### config.mk
export PLATFORM = sky130hd
export DESIGN_NAME = stream_parity_acc
export DESIGN_NICKNAME = d
export VERILOG_FILES = /design/src/rtl/parity_pkg.sv /design/src/rtl/parity_reduce.sv /design/src/rtl/stream_parity_acc.sv
export SDC_FILE = /design/constraint.sdc
export NUM_CORES = 1
export LEC_CHECK = 0
export CORE_MARGIN = 3
export CORE_UTILIZATION = 51
export DETAILED_ROUTE_END_ITERATION = 6
export GPL_TIMING_DRIVEN = 0
export PLACE_DENSITY = 0.74
export SYNTH_ARGS = -nofsm -noshare
export SYNTH_HDL_FRONTEND = slang
export SYNTH_HIERARCHICAL = 1
export SYNTH_SLANG_ARGS = --single-unit
export TNS_END_PERCENT = 30
### constraint.sdc
create_clock -name clk -period 5.05 [get_ports clk]
set_input_delay 1.2625 -clock clk [delete_from_list [all_inputs] [get_ports clk]]
set_output_delay 1.2625 -clock clk [all_outputs]
set_load 0.01 [all_outputs]
### src/rtl/parity_pkg.sv
// Shared definitions for the parity reduction family: INVERT mode values and
// the beat-counter width helper.
package parity_pkg;

  localparam int unsigned PAR_MODE_XOR  = 32'd0;
  localparam int unsigned PAR_MODE_XNOR = 32'd1;

  // Smallest width able to hold the value maxwords (at least 1 bit).
  function automatic int unsigned cnt_width(input int unsigned maxwords);
    int unsigned w;
    w = 32'd1;
    while ((w < 32'd32) && ((64'd1 << w) <= 64'(maxwords))) begin
      w = w + 32'd1;
    end
    return w;
  endfunction

endpackage

### src/rtl/parity_reduce.sv
// Combinational WIDTH-bit XOR reduction with optional output inversion; the
// parametrised form of the fixed 2/3/4-input reduction cells.
module parity_reduce #(
  parameter int unsigned WIDTH = 8
) (
  input  logic [WIDTH-1:0] data_i,
  input  logic             invert_i,
  output logic             parity_o
);

  assign parity_o = (^data_i) ^ invert_i;

endmodule

### src/rtl/stream_parity_acc.sv
// Streaming frame parity accumulator: total and per-column parity over
// multi-beat frames, one registered result per frame on a valid/ready port.
module stream_parity_acc
  import parity_pkg::*;
#(
  parameter int unsigned WIDTH    = 8,
  parameter int unsigned INVERT   = PAR_MODE_XNOR,
  parameter int unsigned MAXWORDS = 255,
  parameter int unsigned CNT_W    = cnt_width(MAXWORDS)
) (
  input  logic             clk,
  input  logic             rst,
  input  logic             in_valid,
  output logic             in_ready,
  input  logic [WIDTH-1:0] in_data,
  input  logic             in_last,
  output logic             out_valid,
  input  logic             out_ready,
  output logic             out_parity,
  output logic [WIDTH-1:0] out_column,
  output logic [CNT_W-1:0] out_count,
  output logic             out_ovf
);

  localparam logic             INV_BIT = (INVERT != PAR_MODE_XOR) ? 1'b1 : 1'b0;
  localparam logic [CNT_W-1:0] MAX_CNT = CNT_W'(MAXWORDS);

  logic [WIDTH-1:0] col_acc_q, col_acc_d;
  logic [CNT_W-1:0] cnt_q, cnt_d;
  logic             ovf_q, ovf_d;
  logic             out_valid_q, out_valid_d;
  logic             out_parity_q, out_parity_d;
  logic [WIDTH-1:0] out_column_q, out_column_d;
  logic [CNT_W-1:0] out_count_q, out_count_d;
  logic             out_ovf_q, out_ovf_d;

  logic             beat_fire_s;
  logic [WIDTH-1:0] col_sum_s;
  logic             cnt_sat_s;
  logic [CNT_W-1:0] cnt_inc_s;
  logic             par_s;

  // A pending result only blocks input while the consumer is stalling it.
  assign in_ready    = !out_valid_q || out_ready;
  assign beat_fire_s = in_valid && in_ready;
  assign col_sum_s   = col_acc_q ^ in_data;
  assign cnt_sat_s   = (cnt_q == MAX_CNT);
  assign cnt_inc_s   = cnt_sat_s ? cnt_q : (cnt_q + CNT_W'(1));

  // Total parity comes from the column sum, so both results agree by construction.
  parity_reduce #(
    .WIDTH (WIDTH)
  ) u_reduce (
    .data_i   (col_sum_s),
    .invert_i (INV_BIT),
    .parity_o (par_s)
  );

  // Next-state: accumulate on middle beats, publish and clear on the last beat.
  always_comb begin
    col_acc_d    = col_acc_q;
    cnt_d        = cnt_q;
    ovf_d        = ovf_q;
    out_parity_d = out_parity_q;
    out_column_d = out_column_q;
    out_count_d  = out_count_q;
    out_ovf_d    = out_ovf_q;
    if (out_valid_q && out_ready) begin
      out_valid_d = 1'b0;
    end else begin
      out_valid_d = out_valid_q;
    end
    if (beat_fire_s) begin
      if (in_last) begin
        col_acc_d    = {WIDTH{1'b0}};
        cnt_d        = {CNT_W{1'b0}};
        ovf_d        = 1'b0;
        out_valid_d  = 1'b1;
        out_parity_d = par_s;
        out_column_d = col_sum_s ^ {WIDTH{INV_BIT}};
        out_count_d  = cnt_inc_s;
        out_ovf_d    = ovf_q | cnt_sat_s;
      end else begin
        col_acc_d = col_sum_s;
        cnt_d     = cnt_inc_s;
        ovf_d     = ovf_q | cnt_sat_s;
      end
    end else begin
      col_acc_d = col_acc_q;
    end
  end

  // State and result registers with asynchronous reset.
  always_ff @(posedge clk or posedge rst) begin
    if (rst) begin
      col_acc_q    <= {WIDTH{1'b0}};
      cnt_q        <= {CNT_W{1'b0}};
      ovf_q        <= 1'b0;
      out_valid_q  <= 1'b0;
      out_parity_q <= 1'b0;
      out_column_q <= {WIDTH{1'b0}};
      out_count_q  <= {CNT_W{1'b0}};
      out_ovf_q    <= 1'b0;
    end else begin
      col_acc_q    <= col_acc_d;
      cnt_q        <= cnt_d;
      ovf_q        <= ovf_d;
      out_valid_q  <= out_valid_d;
      out_parity_q <= out_parity_d;
      out_column_q <= out_column_d;
      out_count_q  <= out_count_d;
      out_ovf_q    <= out_ovf_d;
    end
  end

  assign out_valid  = out_valid_q;
  assign out_parity = out_parity_q;
  assign out_column = out_column_q;
  assign out_count  = out_count_q;
  assign out_ovf    = out_ovf_q;

endmodule
==> qor.csv <==
metric,value,unit
cts_resized,0,
grtUsageMet1,26.0,%
syn-num-nets,202,
use_met2,32.4,%
yosys_warnings,6,
finalPower,0.761,mW
dpl_cell_area,2210,um2
vdd_drop_max,0.000206,V
cts.sinks,36,
clock-root-buffer,clkbuf_4,
synth_area_leaders,"dfrtp_1 49%, nand2_1 6.8%, xnor2_1 6.7%, o31ai_1 4.9%, o21ai_0 3.8%",
clk_path_buf_depth,2,
drive_gt1_share,9.65,%
skew,10.4,ps
hp-class,flip-flop to flip-flop,
synth.distinct_cells,40,
grt_pass1_wl,6580,um
layout_min_cycle_time,3730,ps
dr.pass1.iters,4,
p_leak,1.01,nW
hold_viol,0,
routed_wl,3880,um
cp.arrival,2470,ps
grt.overflow.total,0,
start_util,54.0,%
ys.flop_type,dfrtp_1,
drt_iter0_drc,80,
syn_inst,188,
antenna_cells,0,
grt_max_degree,37,
async_flop_share,100,%
die_area,4350,um2
crit_fanout,6,
ioPinCount,33,
track_usage,20.2,%
fin_nets,241,
detailed_place_hpwl,2760,um
critPathKind,input port to primary output,
setup_tns,0,ps
via_per_inst,5.39,
die_x,65.9,um
clk_pin_slew,100,ps
tightestPinTransition,723,ps
row_count,21,
synth-seq-cells,36,
num-fill-cells,277,
port_buffers,32,
place_inst,266,
coreArea,3390,um2
cellPowerDensity,335,nW/um2
area_growth,23.8,%
clock.fmax,268,MHz
slew_violations,0,
seq_area_frac_synth,49.2,%
h-tree-depth,2,
start_kind,input port,
first_global_vias,1425,
antenna_found_initial,0,
grt_setup_unrepaired,no,
cts_tree,done,
relSlewSlack,51.7,%
via_count,1478,
fin_util,66.9,%
cp-end-kind,primary output,
holdBufCountCts,0,
post_drt_wl_per_cell,14.2,um
die_h,65.9,um
status,completed,
cts_made_buffers,5,
post_cts_buffers,0,
grtUsageMet3,6.46,%
clk_latency,350,ps
final_area,2270,um2
yosysTopAreaCellShare,49.2,%
detail-route-antenna-nets,0,
syn_area,1830,um2
finalSetupViolations,0,
cp.required,3790,ps
yosysTopAreaCell,dfrtp_1,
drv_cap,0,
syn_avg_cell_area,9.74,um2
period_share,73.9,%
drc,0,
globalplace.congestion,0.866,
synth_edf_count,0,
stdcell_count,274,
busiest_layer,met2,
## final timing paths
kind                              start       endpoint  slack [ps]  cells after the start
max                           out_ready       in_ready        1320                      3
min                        out_count[1]   out_count[1]         480                      2
max reg2reg                    cnt_q[0]       cnt_q[0]        3270                      6
min reg2reg                out_count[1]   out_count[1]         480                      2
max in group asynchronous           rst  out_column[7]        3240                      2
min in group asynchronous           rst       cnt_q[6]        1350                      2
## sequential cells by signal (all words and copies together), names as in the netlist
name / cells
cnt_q: 8
col_acc_q: 8
out_column: 8
out_count: 8
out_ovf: 1
out_parity: 1
out_valid: 1
ovf_q: 1
## power breakdown
part | internal, mW | total, mW | leakage, nW | switching, mW
logic | 0.131 | 0.238 | 0.508 | 0.107
clock network | 0.0687 | 0.164 | 0.0326 | 0.0955
registers | 0.331 | 0.359 | 0.472 | 0.0277
## final cells by class
cell class	count	area, um2	share of cell area [%]
Inverter	10	37.5	1.65
Tap cell	46	57.6	2.54
Buffer	14	87.6	3.86
Multi-Input combinational cell	128	806	35.5
Clock buffer	8	58.8	2.59
Sequential cell	36	901	39.7
Timing Repair Buffer	32	320	14.1
## cells by family (layout without fill, tap and decap cells)
group	count (synthesis)	in the layout	synth area share, %
DFF	36	36	49.2
other	1	1	0.205
AOI/OAI and AO/OA	46	46	16.9
xor gates and xnor gates	17	17	9.29
and+or+nand+nor	62	62	16.4
buffers and inverters	24	64	6.83
muxes	1	1	0.546
adders and majority gates	1	1	0.683
## metrics by stage
step	hold slack (ps)	worst slack, ps
after global routing	515	1270
after CTS	493	1310
after floorplan	457	2310
after global placement	455	1320
after detailed placement	471	1320
final	485	1320
## cell usage in the layout, fill, tap and decap left out, types with 3 or more instances in the layout
cell type,n
o21ai_0,14
dfrtp_1,36
o21a_1,3
nand3_1,3
nor2_1,11
a31oi_1,3
and3_4,3
clkbuf_4,5
clkbuf_1,7
nand2_1,33
a21oi_1,5
xnor2_1,14
clkdlybuf4s50_1,32
buf_2,4
buf_6,4
o31ai_1,12
inv_1,9
## per-layer routing
layer,wire length (um),vias up
li1,-,716
met1,1750,699
met2,1820,53
met3,248,10
met4,61,0
met5,0,-
## synthesized netlist by cell type (2+ instances only)
| cell | instances |
|---|---|
| buf_2 | 4 |
| clkbuf_1 | 5 |
| and3_4 | 3 |
| xnor2_1 | 14 |
| a22o_1 | 2 |
| o21ai_0 | 14 |
| nor2_1 | 11 |
| nand2_1 | 33 |
| buf_6 | 4 |
| nor3_1 | 2 |
| o21a_1 | 3 |
| a21oi_1 | 5 |
| inv_1 | 10 |
| o31ai_1 | 12 |
| nand3_1 | 3 |
| a31oi_1 | 3 |
| and3_1 | 2 |
| dfrtp_1 | 36 |
## critical path, cell delays in order
cell and delay (ps):
clkdlybuf4s50_1 440, nand2b_1 190, clkdlybuf4s50_1 570
Power figures use the tool's default switching activity.
